## config.mk

```make
export PLATFORM = sky130hd
export DESIGN_NAME = axis_frame_modifier_p
export DESIGN_NICKNAME = d
export VERILOG_FILES = /design/src/rtl/axis_frame_modifier_p.sv
export SDC_FILE = /design/constraint.sdc
export NUM_CORES = 1
export LEC_CHECK = 0
export BUFFER_PORTS_ARGS = -buffer_cell sky130_fd_sc_hd__buf_2
export CAP_MARGIN = 25
export CORE_ASPECT_RATIO = 0.75
export CORE_UTILIZATION = 40
export DETAILED_ROUTE_END_ITERATION = 12
export HOLD_SLACK_MARGIN = 0.06
export PLACE_DENSITY = 0.6
export SLEW_MARGIN = 10
export SYNTH_ARGS = -nofsm -noshare
export SYNTH_HDL_FRONTEND = slang
export SYNTH_SLANG_ARGS = --single-unit
```

## constraint.sdc

```tcl
create_clock -name clk -period 4.6 [get_ports clk]
set_input_delay 0.69 -clock clk [delete_from_list [all_inputs] [get_ports clk]]
set_output_delay 0.69 -clock clk [all_outputs]
set_load 0.005 [all_outputs]
```

## src/rtl/axis_frame_modifier_p.sv

```systemverilog
// ---------------------------------------------------------------------------
// axis_frame_modifier_p
//
// AXI4-Stream frame payload modifier. It sits between the RX FIFO interface
// and the TX FIFO interface. The leading HDR_BYTES of every frame pass
// through untouched. Every later word is combined with op_val using the
// operation selected by mode. Frames longer than MAX_WORDS beats are cut
// short: the last kept beat is marked tlast and the rest of the frame is
// discarded.
//
// Ports
//   clk, rst_n        clock, synchronous active-low reset
//   mode              0 pass, 1 add, 2 subtract, 3 xor (sampled per frame)
//   op_val            operand for add/sub/xor (sampled per frame)
//   s_axis_*          upstream AXI4-Stream slave (tvalid/tready/tdata/tlast/tuser)
//   m_axis_*          downstream AXI4-Stream master
//   trunc_pulse       one-cycle pulse when a frame gets truncated
//   busy              high while a frame is in progress
//   frame_cnt         emitted-frame counter   (only with FRMMOD_STATS_EN)
//   trunc_cnt         truncated-frame counter (only with FRMMOD_STATS_EN)
//
// Optional feature macro: FRMMOD_STATS_EN
// ---------------------------------------------------------------------------
module axis_frame_modifier_p #(
  parameter int DATA_W    = 32,
  parameter int USER_W    = 4,
  parameter int HDR_BYTES = 16,
  parameter int MAX_WORDS = 512
) (
  input  logic              clk,
  input  logic              rst_n,
  input  logic [1:0]        mode,
  input  logic [DATA_W-1:0] op_val,
  input  logic              s_axis_tvalid,
  output logic              s_axis_tready,
  input  logic [DATA_W-1:0] s_axis_tdata,
  input  logic              s_axis_tlast,
  input  logic [USER_W-1:0] s_axis_tuser,
  output logic              m_axis_tvalid,
  input  logic              m_axis_tready,
  output logic [DATA_W-1:0] m_axis_tdata,
  output logic              m_axis_tlast,
  output logic [USER_W-1:0] m_axis_tuser,
  output logic              trunc_pulse,
`ifdef FRMMOD_STATS_EN
  output logic              busy,
  output logic [31:0]       frame_cnt,
  output logic [15:0]       trunc_cnt
`else
  output logic              busy
`endif
);

  localparam int HDR_WORDS = HDR_BYTES / (DATA_W / 8);
  localparam int IDX_W     = $clog2(MAX_WORDS);

  localparam logic [1:0] IDLE = 2'd0;
  localparam logic [1:0] DATA = 2'd1;
  localparam logic [1:0] DROP = 2'd2;

  logic [1:0]        state, state_next;
  logic [IDX_W-1:0]  word_idx, idx_next;
  logic [1:0]        mode_r;
  logic [DATA_W-1:0] op_r;

  // Two-entry output buffer
  logic [DATA_W-1:0] buf_data [2];
  logic              buf_last [2];
  logic [USER_W-1:0] buf_user [2];
  logic              wr_ptr, rd_ptr;
  logic [1:0]        count, count_next;
  logic              ready_r;
  logic              trunc_r;

  logic              accept, emit, store, at_max, trunc_hit, is_hdr;
  logic [1:0]        cur_mode;
  logic [DATA_W-1:0] cur_op, mod_data;
  logic [IDX_W-1:0]  cur_idx;

  assign accept        = s_axis_tvalid & ready_r;
  assign emit          = m_axis_tvalid & m_axis_tready;
  assign s_axis_tready = ready_r;
  assign m_axis_tvalid = (count != 2'd0);
  assign m_axis_tdata  = buf_data[rd_ptr];
  assign m_axis_tlast  = buf_last[rd_ptr];
  assign m_axis_tuser  = buf_user[rd_ptr];
  assign trunc_pulse   = trunc_r;
  assign busy          = (state != IDLE);

  // The first beat of a frame uses the live mode/op_val and is word 0; later
  // beats use the copies captured on that first beat.
  assign cur_mode  = (state == IDLE) ? mode   : mode_r;
  assign cur_op    = (state == IDLE) ? op_val : op_r;
  assign cur_idx   = (state == IDLE) ? '0     : word_idx;
  assign is_hdr    = int'(cur_idx) < HDR_WORDS;
  assign at_max    = (word_idx == IDX_W'(MAX_WORDS - 1));
  assign trunc_hit = accept & (state == DATA) & at_max & ~s_axis_tlast;
  assign store     = accept & (state != DROP);

  // Payload operation; add/sub wrap naturally at DATA_W bits
  always_comb begin
    mod_data = s_axis_tdata;
    if (!is_hdr) begin
      case (cur_mode)
        2'd1:    mod_data = s_axis_tdata + cur_op;
        2'd2:    mod_data = s_axis_tdata - cur_op;
        2'd3:    mod_data = s_axis_tdata ^ cur_op;
        default: mod_data = s_axis_tdata;
      endcase
    end
  end

  // Frame state and word index; the index stops at MAX_WORDS-1 because
  // reaching it without tlast moves the frame into DROP
  always_comb begin
    state_next = state;
    idx_next   = word_idx;
    if (accept) begin
      case (state)
        IDLE: begin
          if (!s_axis_tlast) begin
            state_next = DATA;
            idx_next   = IDX_W'(1);
          end
        end
        DATA: begin
          if (s_axis_tlast) begin
            state_next = IDLE;
            idx_next   = '0;
          end else if (at_max) begin
            state_next = DROP;
          end else begin
            idx_next = word_idx + IDX_W'(1);
          end
        end
        DROP: begin
          if (s_axis_tlast) begin
            state_next = IDLE;
            idx_next   = '0;
          end
        end
        default: begin
          state_next = IDLE;
          idx_next   = '0;
        end
      endcase
    end
  end

  always_comb begin
    count_next = count;
    if (store && !emit)      count_next = count + 2'd1;
    else if (emit && !store) count_next = count - 2'd1;
  end

  // Ready is registered from the occupancy after this cycle, so a beat
  // accepted next cycle always has room; DROP swallows beats and stays ready
  always_ff @(posedge clk) begin
    if (!rst_n) begin
      state    <= IDLE;
      word_idx <= '0;
      mode_r   <= '0;
      op_r     <= '0;
      wr_ptr   <= 1'b0;
      rd_ptr   <= 1'b0;
      count    <= '0;
      ready_r  <= 1'b0;
      trunc_r  <= 1'b0;
      for (int i = 0; i < 2; i++) begin
        buf_data[i] <= '0;
        buf_last[i] <= 1'b0;
        buf_user[i] <= '0;
      end
    end else begin
      state    <= state_next;
      word_idx <= idx_next;
      count    <= count_next;
      ready_r  <= (state_next == DROP) | (count_next != 2'd2);
      trunc_r  <= trunc_hit;
      if (accept && state == IDLE) begin
        mode_r <= mode;
        op_r   <= op_val;
      end
      if (store) begin
        buf_data[wr_ptr] <= mod_data;
        buf_last[wr_ptr] <= s_axis_tlast | trunc_hit;
        buf_user[wr_ptr] <= s_axis_tuser;
        wr_ptr           <= ~wr_ptr;
      end
      if (emit) rd_ptr <= ~rd_ptr;
    end
  end

`ifdef FRMMOD_STATS_EN
  // Free-running wrap-around statistics
  always_ff @(posedge clk) begin
    if (!rst_n) begin
      frame_cnt <= '0;
      trunc_cnt <= '0;
    end else begin
      if (emit && m_axis_tlast) frame_cnt <= frame_cnt + 32'd1;
      if (trunc_r)              trunc_cnt <= trunc_cnt + 16'd1;
    end
  end
`endif

endmodule

```

==> results.md, run 1 <==
- Skew final: between 10 and 15 ps
- Final-report hold violation count: 0
- FILL cells: roughly 2100
- Synthesized area: around 9100 µm²
- Tcrit/Tclk final: 0.9588
- H-tree levels: 4
- Sw Ratio: 0.3637
- EDFF count, synth: around 70
- Setup violations, final: 0
- Grt total ovfl: 0
- Final min period: 4410 ps
- Outcome: complete, no violations
- Synthesized flop and latch total: about 130
- Worst vdd ir: approximately 0.34 mV
- Area post-placement: around 11000 µm²
- IO Pins: 116
- Largest cells by area after synthesis: edfxtp_1, dfxtp_1, nand2_1
- Yosys top cell by area: edfxtp_1
- DRC: 0
- Top post-synthesis cells by count: nand2_1, nor2_1, a21oi_1, edfxtp_1, dfxtp_1
- DRT iter0 DRCs: about 660
- Cts hold-fix bufs: 0
- Via count: between 8000 and 9000
- Reg power frac: 0.273
- # diodes: 0
- Critical path class: reg2reg
- Synth unique cells: approximately 80
- Vias/cell: 5.559
- Crit path arrival time: roughly 4600 ps
- Share of layout cells above drive strength 1: 0.2834
- Tot GR Track Use: 0.2405
- Hpwl dp: approximately 21 mm
- Initial antenna violation count: 1
- Clock power frac: 0.283
- Most common cell in the netlist: nand2_1
- Clk slew on worst S/H paths: about 60 ps
- Fin. max-slew vios: 0
- Synthesized Nets: 1151
- CTS tree: done
- CTS Root Cell: clkbuf_16
- Core area: about 22000 µm²
- Global-route wire length before repair: 43.18 mm
- Starting density of the core: 0.4095
- Final ANT Viol Nets: 0
- Vias in the first global route: a little under 8000
- Final instance area: 11420 µm²
- Sink Count: 126
- Net load switching power: 1.876 mW
- Multi-input gate area: about 5600 µm²
- Max FO, Critical Path: 4
- Seq/Total Area, Yosys: 0.3582
- Hold WC Path Type: reg2reg
- YS warnings: 0
- Register area: around 3200 µm²
- Slew HR: 0.3458
- Post-synth ARST share: 0
- Worst Setup End Kind: flip-flop
- Fmax: roughly 230 MHz
- Synth Instances: a little over 1000
- Drt wl/cell: between 15 and 20 µm
- Die Area: roughly 23000 µm²
- Required @ worst endpoint: around 4800 ps
- Chip Width: between 150 and 200 µm
- CTS Buffer Depth: 2
- Avg Cell Area, Syn: 8.714 µm²
- Placer Congestion: 0.9339
- Leakage power: just under 5 nW
- Drt total wl: roughly 28 mm
- Crit path launch type: flip-flop
- Largest net degree at the start of global routing: 46
- Layout Area Growth over Synthesis: 26.11%
- Drt pass-1 iters: 6
- Power Density: between 400 and 500 nW/µm²
- Die Ht: ~130 µm
- Worst-margin pin slew: about 980 ps
- Fin nets: ~1300
- Latest clock arrival within the worst-skew pair: between 400 and 500 ps
- Internal power: 3.282 mW
- Rows: 47
- Comb power frac: 0.444
- Port Buffers: ~120
- Final total power: roughly 5.2 mW
- Synth top area share: 0.2388
- CTS Buf Count: 17
- Main synth FF type: edfxtp_1
- Max cap viols: 0
## final cells by class
| type | count | area share |
|---|---|---|
| Timing Repair Buffer | 237 | 0.1317 |
| Multi-Input combinational cell | 834 | 0.4902 |
| Clock buffer | 17 | 0.03726 |
| Clock inverter | 15 | 0.01688 |
| Sequential cell | 126 | 0.2846 |
| Tap cell | 294 | 0.03222 |
| Inverter | 20 | 0.007123 |
## power groups by stage
stage | logic (mW) | registers (mW) | clock network (mW)
2_1_floorplan | 1.44 | 1.37 | 0
3_3_place_gp | 2.20 | 1.43 | 0
3_5_place_dp | 2.20 | 1.43 | 0
4_1_cts | 2.22 | 1.41 | 1.48
5_1_grt | 2.51 | 1.43 | 1.52
6_report | 2.29 | 1.41 | 1.46
## routing by layer
layer | vias to the layer above | part of all wire | wire, µm | track usage
li1 | 4209 | - | - | -
met1 | 4078 | 0.46 | 12850 | 0.3319
met2 | 253 | 0.46 | 12800 | 0.3884
met3 | 35 | 0.057 | 1580 | 0.03749
met4 | 2 | 0.017 | 465 | 0.06667
met5 | - | 0.00047 | 13 | 0
## cell families after synthesis
logic type      count (synthesis)  synth area share
mux                            72           0.08458
fa+ha+maj                      37           0.05196
simple gates                  398            0.2015
flops                         126            0.3582
xor+xnor                       62           0.05998
compound gates                265            0.2072
buf+inv                        79           0.03662
## sequential cells by signal (all words and copies together) (netlist names), named ones only
signal and count:
s_axis_tready 1, rd_ptr 1, op_r 32, wr_ptr 1, buf_user 8, buf_last 2
buf_data 64, word_idx 9, mode_r 2, count 2, trunc_pulse 1, state 2
## final timing paths
check | slack, ps | end | cells after the start | start
max reg2reg | 190 | buf_data[0][24]$_SDFFCE_PN0P_ | 21 | state[0]$_SDFF_PN0_
min reg2reg | 460 | op_r[25]$_SDFFE_PN0P_ | 2 | op_r[25]$_SDFFE_PN0P_
max | 190 | buf_data[0][24]$_SDFFCE_PN0P_ | 21 | state[0]$_SDFF_PN0_
min | 460 | op_r[25]$_SDFFE_PN0P_ | 2 | op_r[25]$_SDFFE_PN0P_
## what timing repair did
item	4_1_cts	5_1_grt
pin swaps	0	11
setup endpoints to repair	1	32
setup buffers	0	6
resized for setup	1	26
## worst max-delay path: stages (launching register included)
cell      delay (ps)
dfxtp_4          370
buf_4            160
or4_1            500
o31ai_2          100
and4_4           300
buf_4            140
and3_4           180
nor2_1            50
xor2_1           140
ha_1             330
buf_4            160
a21oi_2          140
nand2b_1          90
o211ai_1         370
buf_4            190
a311oi_2         120
buf_4            170
o211ai_1         180
o31ai_1          100
a21oi_1          160
buf_4            150
nor2_1            30
## per-stage QoR
step                      std cells  TNS, ps  setup slack (ps)  hold slack [ps]    util
after floorplan                1039        0             6.200            442.8       -
after global placement         1505    -2221            -164.1            449.3  0.4817
after detailed placement       1505    -4073            -271.8            456.6  0.4817
after CTS                      1537        0             2.549            465.6  0.5099
after global routing           1543   -36.44            -25.18            494.2  0.5164
final                          1543        0             189.6            462.8  0.5164
## layout by cell type, fill, tap and decap left out, drive strengths merged, types with 19 or more instances in the layout
master  count
inv        21
a21o       19
a21boi     38
a21oi      73
ha         36
xor2       37
xnor2      25
dfxtp      54
o21ai      32
edfxtp     72
mux2i      36
nor3       42
buf       237
nand3      21
mux2       36
and2       22
nand2     141
nor2      117
Note: power is estimated with default switching activity, not from simulation.
==> inputs of run 2 (changes only) <==
--- a/config.mk
+++ b/config.mk
@@ -9,9 +9,11 @@
 export CAP_MARGIN = 25
 export CORE_ASPECT_RATIO = 0.75
 export CORE_UTILIZATION = 40
+export CTS_BUF_LIST = sky130_fd_sc_hd__clkbuf_16
 export DETAILED_ROUTE_END_ITERATION = 12
 export HOLD_SLACK_MARGIN = 0.06
 export PLACE_DENSITY = 0.6
+export REMOVE_ABC_BUFFERS = 1
 export SLEW_MARGIN = 10
 export SYNTH_ARGS = -nofsm -noshare
 export SYNTH_HDL_FRONTEND = slang
==> run 2 against run 1 <==
  * Sequential cell count unchanged
  * Non-clock buffer count increased by 21
  * Global-route usage increased by 0.20 points
  * Worst hold slack gained 3.8 ps
  * Routed wire length increased by 1.2%
  * Count of clock-buffer cells in the layout up 1
  * Largest cell class unchanged
==> results.md, run 2 (synthesis results as in run 1) <==
- Crit path launch type: input pin
- Leakage power: ~5.0 nW
- Worst flop-to-flop path startpoint: state[0]$_SDFF_PN0_
- Rows: 47
- IO Pins: ~120
- Worst Setup End Kind: flip-flop
- Max FO, Critical Path: 5
- Final ANT Viol Nets: 0
- Initial antenna violation count: 0
- Vias/cell: ~5.5
- CTS Root Cell: clkbuf_16
- Fin. max-slew vios: 0
- Worst vdd ir: 0.2249 mV
- Tcrit/Tclk final: 0.9698
- Crit path from: op_val[0]
- Setup violations, final: 0
- Layout Area Growth over Synthesis: 28.08%
- Cts hold-fix bufs: 0
- Crit path arrival time: 4620 ps
- Tot GR Track Use: 0.2425
- Final min period: 4461 ps
- Placer Congestion: between 0.9 and 1
- Top flop regs: buf_data: 64 flops, op_r: 32 flops, word_idx: 9 flops
- Core area: approximately 22000 µm²
- Hpwl dp: about 20 mm
- Largest net degree at the start of global routing: between 50 and 60
- Most flop-heavy register: buf_data
- Max cap viols: 0
- Worst-margin pin slew: a little under 900 ps
- Final instance area: 11600 µm²
- Critical-path top delay cell: or4_4
- Drt pass-1 iters: 6
- Drt wl/cell: 17.91 µm
- Port Buffers: 115
- Fin nets: between 1000 and 1500
- Hold Path Origin: mode_r[0]$_SDFFE_PN0P_
- Skew final: 10.95 ps
- Crit-path most repeated cell: buf_4
- Most frequent cells in the layout: nand2_1, buf_4, buf_2
- # diodes: 0
- Area post-placement: between 10000 and 15000 µm²
- Die Ht: 132.3 µm
- Die Area: between 20000 and 25000 µm²
- Critical Path Max Stage Delay: 550 ps
- Outcome: complete, no violations
- Via count: ~8600
- CTS tree: done
- Grt total ovfl: 0
- Share of layout cells above drive strength 1: 0.3006
- H-tree levels: 4
- Hold WC Path Type: reg2reg
- Clk slew on worst S/H paths: 60 ps
- Latest clock arrival within the worst-skew pair: about 440 ps
- Final total power: about 5.1 mW
- CTS Buffer Depth: 2
- Power Density: 440.6 nW/µm²
- Most common cell after layout, fill and taps aside: nand2_1
- Drt total wl: 28.04 mm
- CP cell instances: buf_2 > or4_4 > o31ai_4 > and4_4 > nand3_2 > nor3_2 > buf_4 > a21oi_1 > xor2_1 > ha_1 > buf_4 > nand2_1 > o21ai_1 > o41ai_2 > buf_4 > a21boi_2 > xnor2_1 > a222oi_1 > buf_4 > nor2_1
- Chip Width: 175.7 µm
- Hold Slack: about 470 ps
- Required @ worst endpoint: 4750 ps
- Vias in the first global route: around 8000
- FILL cells: between 2000 and 2500
- Slew HR: 0.4076
- Fmax: 224.2 MHz
- CTS Buf Count: 17
- Largest register FFs: 64
- Final-report hold violation count: 0
- Global-route wire length before repair: between 40 and 50 mm
- Sink Count: 126
- Starting density of the core: 0.4095
- DRT iter0 DRCs: between 800 and 900
- DRC: 0
- Critical path class: in2reg
[run 2: changes by cell type in the layout (fill, tap and decap cells not counted), moves of 3 or more]
cell | before | now
buf_4 | 121 | 137
buf_6 | 0 | 4
bufinv_16 | 4 | 0
clkinv_1 | 3 | 0
inv_4 | 1 | 4
inv_6 | 2 | 5
mux2i_1 | 35 | 32
mux2i_4 | 0 | 3
[run 2: layout make-up]
class / instances / area [µm²] / share of cell area
Inverter: 20 / 81.33 / 0.007013
Clock inverter: 14 / 102.6 / 0.008848
Timing Repair Buffer: 258 / 1689 / 0.1457
Multi-Input combinational cell: 835 / 5653 / 0.4875
Sequential cell: 126 / 3252 / 0.2804
Tap cell: 294 / 367.9 / 0.03172
Clock buffer: 18 / 450.4 / 0.03884
[run 2: worst paths after layout]
kind / endpoint / slack, ps / depth (start not counted)
min reg2reg: mode_r[0]$_SDFFE_PN0P_ / 470 / 2
max reg2reg: buf_data[0][19]$_SDFFCE_PN0P_ / 160 / 19
min: mode_r[0]$_SDFFE_PN0P_ / 470 / 2
max: buf_data[0][19]$_SDFFCE_PN0P_ / 140 / 20
[run 2: per-stage QoR]
stage | cells | setup WS [ps] | setup TNS (ps) | util
after floorplan | 980 | -267.5 | -1299 | -
after global placement | 1515 | -334.2 | -5401 | 0.4843
after detailed placement | 1515 | -368.9 | -7471 | 0.4843
after CTS | 1547 | 9.562 | 0 | 0.5099
after global routing | 1565 | -16.51 | -30.63 | 0.5244
final | 1565 | 138.8 | 0 | 0.5244
[run 2: worst max-delay path: cells and delay by family]
kind                     cells  cell delay (ps)
AO/OA/AOI/OAI                6             1270
buffers and inverters        5              790
adder cells (fa/ha/maj)      1              370
AND/OR/NAND/NOR              6             1250
XOR/XNOR                     2              240
[run 2: layer usage]
metal | vias to the layer above | part of all wire | global-route usage
met3 | 25 | 0.061 | 0.03691
met5 | - | 0 | 0
met4 | 0 | 0.013 | 0.05990
li1 | 4252 | - | -
met2 | 255 | 0.44 | 0.3700
met1 | 4114 | 0.48 | 0.3561
[run 2: timing repair]
action,CTS,global route
pin swaps,1,24
buffers inserted,0,15
gates resized for setup,4,40
endpoints found under the setup margin,9,34
gates cloned,0,1
[run 2: where the power goes]
| part | total [mW] | leakage (nW) | internal, mW | switching, mW |
|---|---|---|---|---|
| registers | 1.39 | 1.19 | 1.31 | 0.0764 |
| logic | 2.44 | 3.50 | 1.16 | 1.29 |
| clock network | 1.28 | 0.282 | 0.727 | 0.554 |
| total | 5.11 | 4.97 | 3.19 | 1.92 |
==> inputs of run 3 (changes only) <==
--- a/config.mk
+++ b/config.mk
@@ -5,6 +5,7 @@
 export SDC_FILE = /design/constraint.sdc
 export NUM_CORES = 1
 export LEC_CHECK = 0
+export ABC_AREA = 1
 export BUFFER_PORTS_ARGS = -buffer_cell sky130_fd_sc_hd__buf_2
 export CAP_MARGIN = 25
 export CORE_ASPECT_RATIO = 0.75
@@ -12,7 +13,7 @@
 export CTS_BUF_LIST = sky130_fd_sc_hd__clkbuf_16
 export DETAILED_ROUTE_END_ITERATION = 12
 export HOLD_SLACK_MARGIN = 0.06
-export PLACE_DENSITY = 0.6
+export PLACE_DENSITY = 0.58
 export REMOVE_ABC_BUFFERS = 1
 export SLEW_MARGIN = 10
 export SYNTH_ARGS = -nofsm -noshare
==> constraint.sdc (replaced) <==
create_clock -name clk -period 4.47 [get_ports clk]
set_input_delay 0.6705 -clock clk [delete_from_list [all_inputs] [get_ports clk]]
set_output_delay 0.6705 -clock clk [all_outputs]
set_load 0.005 [all_outputs]
==> run 3 against run 2 <==
  * First-iteration DRC count decreased by 6.4%
  * Count of clock-buffer cells in the layout unchanged
  * Combinational power increased by 44%
  * Area after synthesis increased by 0.15%
  * Clock power increased by 8%
  * Critical path type is now reg2reg
  * Die area increased by 0.15%
  * Worst hold slack got worse by 16 ps
  * Via count decreased by 0.50%
  * Sequential cell count unchanged
  * Highest routed layer unchanged
  * Non-clock buffer count decreased by 107
  * Critical path depth unchanged
  * Sequential power increased by 9%
==> results.md, run 3 <==
- Share of layout cells above drive strength 1: 0.2016
- Starting density of the core: 0.4090
- Avg Cell Area, Syn: ~7.3 µm²
- Setup violations, final: 0
- Placer Congestion: between 0.9 and 1
- Final-report hold violation count: 0
- Core area: approximately 22000 µm²
- Final setup margin: around 320 ps
- YS warnings: 0
- Critical path class: reg2reg
- Hold Slack: approximately 450 ps
- Outcome: complete, no violations
- Drt total wl: around 28 mm
- Fin. max-slew vios: 0
- CTS Root Cell: clkbuf_16
- Port Buffers: 115
- Power Density: ~590 nW/µm²
- Via count: about 8600
- Synth unique cells: 50
- Synthesized flop and latch total: roughly 130
- Chip Width: around 180 µm
- Tot GR Track Use: 0.2420
- Cts hold-fix bufs: 0
- Worst-margin pin slew: between 800 and 900 ps
- Worst Setup End Kind: flip-flop
- Slew HR: 0.4248
- Top post-synthesis cells by count: nand2_1, nor2_1, inv_1
- Vias in the first global route: 7813
- Most common cell after layout, fill and taps aside: nand2_1
- Skew final: 11.72 ps
- CTS Buffer Depth: 2
- Most flop-heavy register: buf_data
- Pre-CTS setup slack: 102.4 ps
- Largest register FFs: 64
- Drt pass-1 iters: 5
- Grt total ovfl: 0
- Synth top area share: 0.2384
- Layout Area Growth over Synthesis: 19.18%
- EDFF count, synth: roughly 70
- Vias/cell: 5.127
- Largest net degree at the start of global routing: 40
- Latest clock arrival within the worst-skew pair: about 420 ps
- Die Area: between 20000 and 25000 µm²
- Top flop regs: buf_data: 64 flops, op_r: 32 flops, word_idx: 9 flops
- Sink Count: 126
- Clk slew on worst S/H paths: around 70 ps
- Synthesized area: just over 9000 µm²
- Hpwl dp: approximately 21 mm
- Die Ht: about 130 µm
- Crit path arrival time: about 4300 ps
- CTS Buf Count: 17
- Leakage power: between 4 and 5 nW
- IO Pins: about 120
- Fmax: ~240 MHz
- Max cap viols: 0
- Yosys top cell by area: edfxtp_1
- Required @ worst endpoint: between 4000 and 5000 ps
- Synth Instances: approximately 1200
- Final min period: a little over 4000 ps
- Tcrit/Tclk final: 0.9276
- Drt wl/cell: ~16 µm
- Fin nets: about 1500
- Global-route wire length before repair: approximately 43 mm
- Crit path launch type: flip-flop
- DRT iter0 DRCs: around 780
- H-tree levels: 4
- Initial antenna violation count: 0
- Seq/Total Area, Yosys: 0.3577
- Max FO, Critical Path: 16
- DRC: 0
- # diodes: 0
- Largest cells by area after synthesis: edfxtp_1, dfxtp_1, nand2_1
- Most common cell in the netlist: nand2_1
- Rows: 47
- Post-synth ARST share: 0
- Most frequent cells in the layout: nand2_1, nor2_1, inv_1
- Main synth FF type: edfxtp_1
- Worst vdd ir: 0.3103 mV
- CTS tree: done
- Hold WC Path Type: reg2reg
- Final ANT Viol Nets: 0
-- run 3: where the power goes --
group / internal, mW / switching, mW
Clock: 0.807 / 0.576
Sequential: 1.42 / 0.0898
Combinational: 1.27 / 2.25
-- run 3: stage by stage --
step | power, mW | setup TNS, ps | std cells | utilization | area [µm²]
after CTS | 6.288 | 0 | 1669 | 0.4812 | 10670
after global routing | 6.912 | -4.635 | 1678 | 0.4874 | 10810
after global placement | 4.872 | 0 | 1634 | 0.4512 | 10000
after floorplan | 3.823 | -24570 | 1200 | - | 8852
after detailed placement | 4.894 | 0 | 1637 | 0.4549 | 10080
final | 6.411 | 0 | 1678 | 0.4874 | 10810
-- run 3: worst max-delay path: stages (launching register included) --
cell,delay (ps)
dfxtp_2,430
nor2_2,120
buf_4,160
o21ai_0,210
inv_1,100
ha_1,220
inv_1,170
buf_4,300
nand2_1,160
xor2_1,300
ha_1,340
nand2_1,140
inv_1,50
a21oi_1,240
nand2_1,130
a21oi_1,250
nand3_1,120
nand3_1,90
nand3_1,60
o21ai_0,170
nor2_1,90
-- run 3: layout make-up --
| type | count | area, µm² |
|---|---|---|
| inverters | 145 | 544.3 |
| clock inverters | 14 | 132.6 |
| flip-flops and latches | 126 | 3247 |
| well taps | 294 | 367.9 |
| repair buffers | 151 | 922.1 |
| fillers | 2214 | 11360 |
| clock buffers | 18 | 450.4 |
| multi-input cells | 930 | 5142 |
-- run 3: path summary, 6_finish.rpt --
| check | startpoint | end | slack, ps | cells past startpoint |
|---|---|---|---|---|
| max | state[1]$_SDFF_PN0_ | buf_data[1][25]$_SDFFCE_PN0P_ | 320 | 20 |
| min | op_r[7]$_SDFFE_PN0P_ | op_r[7]$_SDFFE_PN0P_ | 450 | 2 |
| max reg2reg | state[1]$_SDFF_PN0_ | buf_data[1][25]$_SDFFCE_PN0P_ | 320 | 20 |
| min reg2reg | op_r[7]$_SDFFE_PN0P_ | op_r[7]$_SDFFE_PN0P_ | 450 | 2 |
-- run 3: logic make-up after synthesis --
group                      share of synthesized area
and+or+nand+nor                               0.2535
AOI/OAI and AO/OA                             0.1671
buffers and inverters                        0.08376
DFF                                           0.3577
xor gates and xnor gates                     0.04140
adders and majority gates                    0.05188
muxes                                        0.04471
-- run 3: routing by layer --
metal	vias to the layer above	wire length (µm)	global-route usage
li1	4391	-	-
met1	3902	14410	0.3791
met2	290	10770	0.3289
met3	20	2244	0.05767
met4	0	229	0.05024
met5	-	0	0
-- run 3: what timing repair did --
| item | 4_1_cts | 5_1_grt |
|---|---|---|
| endpoints found under the setup margin | 0 | 22 |
| setup buffers | 0 | 7 |
| resized for setup | 0 | 16 |
